$ cat src/rtl/hyperbus_phase_pkg.sv
// Shared types and default constants for the HyperBus multi-phase clock generator.
package hyperbus_phase_pkg;

    typedef enum logic [1:0] {
        IDLE = 2'd0,
        RUN  = 2'd1,
        STOP = 2'd2
    } state_e;

    localparam int DEF_NUM_PHASES = 4;
    localparam int DEF_DIV_WIDTH  = 8;

endpackage

$ cat src/rtl/hyperbus_phase_gate.sv
// Per-phase output gate: suppresses partial pulses at start and lets a high pulse finish at stop.
module hyperbus_phase_gate (
    input  logic clk_i,
    input  logic rst_i,
    input  logic clr_i,
    input  logic start_i,
    input  logic stop_i,
    input  logic raw_i,
    output logic phase_o,
    output logic frozen_o
);

    logic started_q, started_d;
    logic frozen_q, frozen_d;
    logic out_q, out_d;
    logic cand;

    // NOTE: every variable gets a default before the branches so no latch is inferred.
    always_comb begin
        cand      = raw_i & (started_q | start_i) & ~frozen_q;
        started_d = started_q | start_i;
        frozen_d  = frozen_q;
        out_d     = cand;
        if (clr_i) begin
            started_d = 1'b0;
            frozen_d  = 1'b0;
            out_d     = 1'b0;
        end else if (stop_i) begin
            // Only a pulse already in flight may continue; it freezes on its natural fall.
            out_d    = out_q & cand;
            frozen_d = frozen_q | ~(out_q & cand);
        end
    end

    // NOTE: sequential state uses non-blocking assignments only.
    always_ff @(posedge clk_i) begin
        if (rst_i) begin
            started_q <= 1'b0;
            frozen_q  <= 1'b0;
            out_q     <= 1'b0;
        end else begin
            started_q <= started_d;
            frozen_q  <= frozen_d;
            out_q     <= out_d;
        end
    end

    assign phase_o  = out_q;
    assign frozen_o = frozen_q;

endmodule

$ cat src/rtl/hyperbus_phase_gen.sv
// Generates NUM_PHASES equally spaced divided clocks with glitch-free start and stop.
module hyperbus_phase_gen
    import hyperbus_phase_pkg::*;
#(
    parameter int NUM_PHASES = DEF_NUM_PHASES,
    parameter int DIV_WIDTH  = DEF_DIV_WIDTH
) (
    input  logic                  clk_i,
    input  logic                  rst_i,
    input  logic                  en_i,
    input  logic [DIV_WIDTH-1:0]  cfg_div_i,
    input  logic                  cfg_valid_i,
    output logic                  cfg_ready_o,
    output logic [NUM_PHASES-1:0] phase_o,
    output logic                  sync_o,
    output logic                  active_o
);

    localparam int CW = DIV_WIDTH + $clog2(NUM_PHASES);
    localparam int AW = CW + 1;

    state_e                state_q, state_d;
    logic [CW-1:0]         cnt_q, cnt_d, cnt_wrap;
    logic [DIV_WIDTH-1:0]  step_q, step_d;
    logic                  sync_q, ready_q, active_q;
    logic [AW-1:0]         period_q, period_d, half_d, cnt_ext;
    logic [NUM_PHASES-1:0] frozen;

    assign period_q = AW'(step_q) * AW'(NUM_PHASES);
    assign period_d = AW'(step_d) * AW'(NUM_PHASES);
    assign half_d   = AW'(step_d) * AW'(NUM_PHASES / 2);
    assign cnt_ext  = {1'b0, cnt_d};

    always_comb begin
        cnt_wrap = cnt_q + CW'(1);
        if ({1'b0, cnt_q} + AW'(1) == period_q) cnt_wrap = '0;
    end

    always_comb begin
        state_d = state_q;
        cnt_d   = cnt_q;
        step_d  = step_q;
        unique case (state_q)
            IDLE: begin
                cnt_d = '0;
                if (cfg_valid_i && ready_q)
                    step_d = (cfg_div_i == '0) ? DIV_WIDTH'(1) : cfg_div_i;
                if (en_i) state_d = RUN;
            end
            RUN: begin
                cnt_d = cnt_wrap;
                if (!en_i) state_d = STOP;
            end
            STOP: begin
                if (&frozen) begin
                    state_d = IDLE;
                    cnt_d   = '0;
                end else begin
                    cnt_d = cnt_wrap;
                end
            end
            default: state_d = IDLE;
        endcase
    end

    // Gate inputs are derived from next-state values so every output lands in a register.
    for (genvar k = 0; k < NUM_PHASES; k++) begin : g_phase
        logic [AW-1:0] off, diff;
        logic          raw, start;

        always_comb begin
            off = AW'(step_d) * AW'(k);
            if (cnt_ext >= off) diff = cnt_ext - off;
            else                diff = cnt_ext + period_d - off;
            raw   = diff < half_d;
            start = (state_d == RUN) && (cnt_ext == off);
        end

        hyperbus_phase_gate u_gate (
            .clk_i    (clk_i),
            .rst_i    (rst_i),
            .clr_i    (state_d == IDLE),
            .start_i  (start),
            .stop_i   (state_d == STOP),
            .raw_i    (raw),
            .phase_o  (phase_o[k]),
            .frozen_o (frozen[k])
        );
    end

    always_ff @(posedge clk_i) begin
        if (rst_i) begin
            state_q  <= IDLE;
            cnt_q    <= '0;
            step_q   <= DIV_WIDTH'(1);
            sync_q   <= 1'b0;
            ready_q  <= 1'b1;
            active_q <= 1'b0;
        end else begin
            state_q  <= state_d;
            cnt_q    <= cnt_d;
            step_q   <= step_d;
            sync_q   <= (state_d != IDLE) && (cnt_d == '0);
            ready_q  <= (state_d == IDLE);
            active_q <= (state_d != IDLE);
        end
    end

    assign cfg_ready_o = ready_q;
    assign sync_o      = sync_q;
    assign active_o    = active_q;

endmodule

$ cat config.mk
export PLATFORM = sky130hd
export DESIGN_NAME = hyperbus_phase_gen
export DESIGN_NICKNAME = d
export VERILOG_FILES = /design/src/rtl/hyperbus_phase_pkg.sv /design/src/rtl/hyperbus_phase_gate.sv /design/src/rtl/hyperbus_phase_gen.sv
export SDC_FILE = /design/constraint.sdc
export NUM_CORES = 1
export LEC_CHECK = 0
export BUFFER_PORTS_ARGS = -buffer_cell sky130_fd_sc_hd__buf_2
export CAP_MARGIN = 20
export CELL_PAD_IN_SITES_DETAIL_PLACEMENT = 2
export CELL_PAD_IN_SITES_GLOBAL_PLACEMENT = 2
export CORE_UTILIZATION = 42
export DETAILED_ROUTE_END_ITERATION = 10
export PLACE_DENSITY = 0.95
export SYNTH_ARGS = -nofsm -noshare
export SYNTH_HDL_FRONTEND = slang
export SYNTH_HIERARCHICAL = 1
export SYNTH_SLANG_ARGS = --single-unit
$ cat constraint.sdc
create_clock -name clk_i -period 16.5 [get_ports clk_i]
set_input_delay 2.475 -clock clk_i [delete_from_list [all_inputs] [get_ports clk_i]]
set_output_delay 2.475 -clock clk_i [all_outputs]
set_load 0.01 [all_outputs]
# --- After elaboration in Yosys (flattened, before gate mapping) ---
# Index checks and enable logic that the tools add are counted.
word_totals:
  input_bits: 12
  out_inout_bits: 7
  word_cells: 104
  regBits: 35
op_classes:
  add_sub_neg: 9
  magnitude_cmp: 8
  multipliers: 1
  bitwise: 28
  n_eq_ne: 8
  n_reduce_logical: 14
  muxes: 18
ops:
  columns: ["cell", "count"]
  rows:
  - ["less-than comparator 11 x 9 -> 1 bit", 4]
  - ["2-to-1 mux 11 bit", 4]
  - ["case mux 10 bit (3 select lines)", 1]
  - ["2-to-1 mux 8 bit", 3]
  - ["2-to-1 mux 10 bit", 2]
  - ["AND 1 bit", 12]
  - ["adder 10 x 1 -> 11 bit, second input constant", 1]
  - ["adder 10 x 10 -> 11 bit", 1]
  - ["equality test 11 x 10 -> 1 bit", 1]
  - ["logical NOT 11 bit", 1]
  - ["subtractor 10 x 10 -> 11 bit", 1]
  - ["subtractor 10 x 8 -> 11 bit", 1]
  - ["subtractor 10 x 9 -> 11 bit", 1]
  - ["subtractor 11 x 10 -> 11 bit", 1]
  - ["subtractor 11 x 8 -> 11 bit", 1]
  - ["subtractor 11 x 9 -> 11 bit", 1]
  - ["adder 10 x 1 -> 10 bit, second input constant", 1]
  - ["equality test 10 bit", 1]
  - ["equality test 10 x 8 -> 1 bit", 1]
  - ["equality test 10 x 9 -> 1 bit", 1]
  - [">= comparator 10 x 1 -> 1 bit, second input constant", 1]
  - [">= comparator 10 bit", 1]
  - [">= comparator 10 x 8 -> 1 bit", 1]
  - [">= comparator 10 x 9 -> 1 bit", 1]
  - ["15 further kinds", 42]

# --- Depth between registers and ports, before layout ---
logic_depth:
  ltp_word: 14
  ltp_mapped: 32
  depth_no_buf: 29

# --- Hierarchy ---
# Netlist, hierarchy kept.
by_module_without_submodules:
  columns: ["mod", "n_inst", "cells_per_inst", "area_each_um2", "seq_area_each_um2"]
  rows:
  - ["hyperbus_phase_gen", 1, 644, 4878.4, 460.4]
  - ["hyperbus_phase_gate", 4, 12, 126.4, 60.1]

# --- Worst setup path after synthesis ---
# OpenSTA, ideal clock, no wires.
synth_path:
  kind: "input port to flip-flop"
  startpoint: "input port cfg_valid_i"
  endpoint: "register g_phase[3].u_gate.frozen_q"
  stages: 26
  setup_slack_ns: 7.995
  arrival_time_ns: 8.383
  setup_time_ns: 0.122
  n_path_buf: 2
  required_time_ns: 16.378
  cell_sequence: "nor4bb_1 -> clkbuf_1 -> mux2i_1 -> inv_1 -> ha_1 -> fa_1 -> a21oi_1 -> nor2_1 -> nor2_1 -> o21bai_1 -> a21oi_1 -> xnor2_1 -> ha_1 -> o21ai_0 -> a21oi_1 -> or2_2 -> a31oi_1 -> clkbuf_1 -> nand2_1 -> o31ai_1 -> ha_1 -> a2111oi_0 -> o21ai_0 -> a32oi_1 -> nand2b_1 -> o311a_1"
synth_via:
  elab_chain_len: 12
  elab_cells_between_ends: 18
  cone_classes: "add/sub (3); mul (1); order compare (2); eq/ne (1); mux (3); bitwise (6); reduce/logical (2)"
synth_rtl:
  columns: ["element", "line", "text"]
  rows:
  - ["from (decl)", "hyperbus_phase_gen.sv:12", "input logic cfg_valid_i,"]
  - ["logical AND 1 bit (*)", "hyperbus_phase_gen.sv:46", "if (cfg_valid_i && ready_q)"]
  - ["2-to-1 mux 8 bit (*)", "hyperbus_phase_gen.sv:46", null]
  - ["2-to-1 mux 8 bit (*)", "hyperbus_phase_gen.sv:43", "unique case (state_q)"]
  - ["named net g_phase[1].off[1]", "hyperbus_phase_gen.sv:68", "logic [AW-1:0] off, diff;"]
  - ["multiplier 8 x 2 -> 10 bit / adder 10 x 10 -> 11 bit (equally long branches)", "hyperbus_phase_gen.sv:72, hyperbus_phase_gen.sv:74", null]
  - ["subtractor 11 x 10 -> 11 bit (tied with other cells)", "hyperbus_phase_gen.sv:74", "else diff = cnt_ext + period_d - off;"]
  - ["2-to-1 mux 11 bit", "hyperbus_phase_gen.sv:73", "if (cnt_ext >= off) diff = cnt_ext - off;"]
  - ["less-than comparator 11 x 9 -> 1 bit (*)", "hyperbus_phase_gen.sv:75", "raw = diff < half_d;"]
  - ["named net g_phase[3].raw", "hyperbus_phase_gen.sv:69", "logic raw, start;"]
  - ["AND 1 bit (*) (2 in series)", "hyperbus_phase_gate.sv:20", "cand = raw_i & (started_q | start_i) & ~frozen_q;"]
  - ["AND 1 bit (*)", "hyperbus_phase_gate.sv:31", "frozen_d = frozen_q | ~(out_q & cand);"]
  - ["NOT 1 bit (*)", "hyperbus_phase_gate.sv:31", null]
  - ["OR 1 bit (*)", "hyperbus_phase_gate.sv:31", null]
  - ["to (signal assigned)", "hyperbus_phase_gate.sv:43", "frozen_q <= frozen_d;"]
  - ["to (decl)", "hyperbus_phase_gate.sv:14", "logic frozen_q, frozen_d;"]
# The timed path passes the listed nets; every way through them passes the cells marked *.
# A chain may end at the register's enable or synchronous reset.

# --- Worst setup path after layout ---
# Same ends and word-level chain as after synthesis.

==> results.sh <==
export IMPL_dr_pass1_iters=4
export IMPL_drtIter0Drc=382
export IMPL_grt_pass1_wl_mm=43.8
export IMPL_critPathArrivalTime_ns=9.58
export IMPL_grt_met1_usage=0.436
export IMPL_area_sequential_sq_um=701
export IMPL_num_rows=40
export IMPL_status="finished, final reports clean"
export IMPL_crit_required_ns=16.69
export IMPL_timing_hold_ws_ns=0.521
export IMPL_setup_tns_ns=0
export IMPL_grt_busiest_layer="met2"
export IMPL_vias=6242
export IMPL_cts_resized=0
export IMPL_p_leak_uw=0.00266
export IMPL_area_growth_syn_to_layout_pct=10.1
export IMPL_cts_tree="yes"
export IMPL_fin_area_sq_um=5930
export IMPL_tightest_slew_ns=1.16
export IMPL_placedCellCount=884
export IMPL_clock_skew_ns=0.00603
export IMPL_synth_seq_area_share=0.130
export IMPL_p_per_area_nw_per_um2=111
export IMPL_fin_crit_sh=0.569
export IMPL_ys_warn_count=6
export IMPL_syn_nets=797
export IMPL_r2r_cells=27
export IMPL_clk_pin_slew_ns=0.07
export IMPL_layout_min_cycle_time_ns=9.39
export IMPL_synth_distinct_cells=71
export IMPL_dp_hpwl_mm=20.5
export IMPL_avgSynthCellArea_sq_um=7.78
export IMPL_die_h_microns=115
export IMPL_r2r_start="cnt_q[0]"
export IMPL_postCtsSetupRepairBufs=0
export IMPL_htreeDepth=2
export IMPL_coreArea_sq_um=12300
export IMPL_r2r_end="g_phase[1].u_gate/frozen_o"
export IMPL_fill_cells=1376
export IMPL_io_pin_count=19
export IMPL_clock_sinks=35
export IMPL_grt_util_met2=0.801
export IMPL_final_cell_mix="ha_1, nor2_1, a21oi_1, nand2_1, o21ai_0"
export IMPL_hold_path_depth=2
export IMPL_multi_input_area_sq_um=4470
export IMPL_hold_path_class="flip-flop to flip-flop"
export IMPL_track_usage=0.462
export IMPL_routedWlPerCell_microns=33.2
export IMPL_min_to="g_phase[1].u_gate/started_q"
export IMPL_ys_seq_elements=35
export IMPL_port_buffers=18
export IMPL_slowest_stage="fa_1"
export IMPL_synth_cells=692
export IMPL_report_final_hold_viol_count=0
export IMPL_cts_buffers=5
export IMPL_setup_violations=0
export IMPL_grt_use_met3=0.138
export IMPL_endpoint_kind="flip-flop"
export IMPL_drt_wl_total_mm=29.6
export IMPL_cp_start_kind="input pin"
export IMPL_clk_latency_ns=0.30
export IMPL_die_width_microns=115
export IMPL_drive_gt1_frac=0.113
export IMPL_synth_edf_count=0
export IMPL_grt_overflow_total=0
export IMPL_place_gp_congestion=0.905
export IMPL_slew_headroom=0.218
export IMPL_slew_violations=0
export IMPL_postCtsHoldBufs=0
export IMPL_synth_async_reset_ratio=0
export IMPL_grt_max_degree=29
export IMPL_max_vdd_ir_drop_mv=0.0547
export IMPL_start_util=0.439
export IMPL_vias_per_cell=6.99
export IMPL_regToRegSetupSlack_ns=8.20
export IMPL_fmax_ghz=0.107
export IMPL_die_area_sq_um=13300
export IMPL_ys_flop_type="dfxtp_1"
export IMPL_antenna_found_initial=1
export IMPL_netlist_area_sq_um=5380
export IMPL_grt_pass1_vias=7135
export IMPL_place_area_sq_um=5770
export IMPL_grt_setup_unrepaired="false"
export IMPL_layout_cells_non_filler=893
export IMPL_cap_violations=0
export IMPL_drc=0
export IMPL_nets=828
export IMPL_criticalPathCategory="input pin to flip-flop"
export IMPL_final_common_cell="ha_1"
export IMPL_cts_root_buf="clkbuf_16"
export IMPL_critPathMaxStageDelay_ns=0.68
export IMPL_antenna_left=0
export IMPL_cp_max_fo=14
export IMPL_cts_path_max_buffers=2
export IMPL_hold_start="g_phase[1].u_gate/started_q"
## metal layers
metal  up-vias  wire, microns
met1      3047          10200
met4         0           3100
li1       2582              -
met2       373          14200
met3       240           2130
met5         -              0
## power breakdown
part | total (uW) | switching (uW) | leakage (uW) | internal [uW]
Sequential | 93.2 | 4.61 | 0.000285 | 88.6
Combinational | 453 | 286 | 0.00230 | 166
Clock | 110 | 45.8 | 0.0000761 | 64.5
## cells by family (layout without fill, tap and decap cells)
kind of cell | count (synthesis) | after routing | synth area share
XOR/XNOR | 42 | 42 | 0.0709
other | 0 | 1 | 0
AO/OA/AOI/OAI | 178 | 178 | 0.220
buffers and inverters | 53 | 85 | 0.0411
adder cells (fa/ha/maj) | 93 | 93 | 0.224
AND/OR/NAND/NOR | 272 | 272 | 0.275
multiplexers | 19 | 19 | 0.0383
flip-flops | 35 | 35 | 0.130
## cells in the mapped netlist (all sizes together), types with 12 or more instances
| cell type | n | area [sq um] |
|---|---|---|
| o31ai | 14 | 110 |
| ha | 87 | 1090 |
| xnor2 | 28 | 245 |
| dfxtp | 35 | 701 |
| nand2b | 18 | 113 |
| a21oi | 47 | 235 |
| o21ai | 40 | 200 |
| nor2 | 71 | 272 |
| o21a | 17 | 128 |
| nor2b | 29 | 211 |
| inv | 39 | 146 |
| nor3 | 16 | 80.1 |
| nand3 | 22 | 110 |
| mux2i | 15 | 150 |
| or2 | 12 | 75.1 |
| nand2 | 45 | 169 |
| xor2 | 13 | 114 |
## sequential cells by signal, indices dropped and copies added, names as in the netlist
register                  cells
g_phase.u_gate/frozen_o       4
step_q                        8
g_phase.u_gate/phase_o        4
g_phase.u_gate/started_q      4
cfg_ready_o                   1
state_q                       2
sync_o                        1
active_o                      1
cnt_q                        10
## layout make-up
class	count	area share
multi-input combinational	604	0.754
timing repair buffer	38	0.0405
antenna	1	0.000422
sequential	35	0.118
inverter	39	0.0247
clock inverter	1	0.00127
tap	168	0.0355
clock buffer	7	0.0257
## how the worst max path moves through the flow
stage          slack (ns)                    endpoint        start
2_1_floorplan        8.00  g_phase[3].u_gate/frozen_o  cfg_valid_i
3_3_place_gp         8.41  g_phase[3].u_gate/frozen_o  cfg_valid_i
3_5_place_dp         7.53  g_phase[3].u_gate/frozen_o  cfg_valid_i
4_1_cts              7.56  g_phase[3].u_gate/frozen_o  cfg_valid_i
5_1_grt              6.90  g_phase[3].u_gate/frozen_o  cfg_valid_i
6_report             7.11  g_phase[3].u_gate/frozen_o  cfg_valid_i
## worst max-delay path, delay by kind of cell
family,cells,cell delay (ns)
buffers and inverters,6,1.34
adder cells (fa/ha/maj),4,1.70
multiplexers,2,0.50
AO/OA/AOI/OAI,11,2.58
XOR/XNOR,1,0.27
AND/OR/NAND/NOR,3,0.71
## per-stage QoR
step	power [uW]	util	worst slack [ns]
after floorplan	358	-	8.00
after global placement	431	0.470	8.41
after detailed placement	496	0.470	7.53
after CTS	634	0.483	7.56
after global routing	676	0.483	6.90
final	656	0.483	7.11
Note: power is estimated with default switching activity, not from simulation.
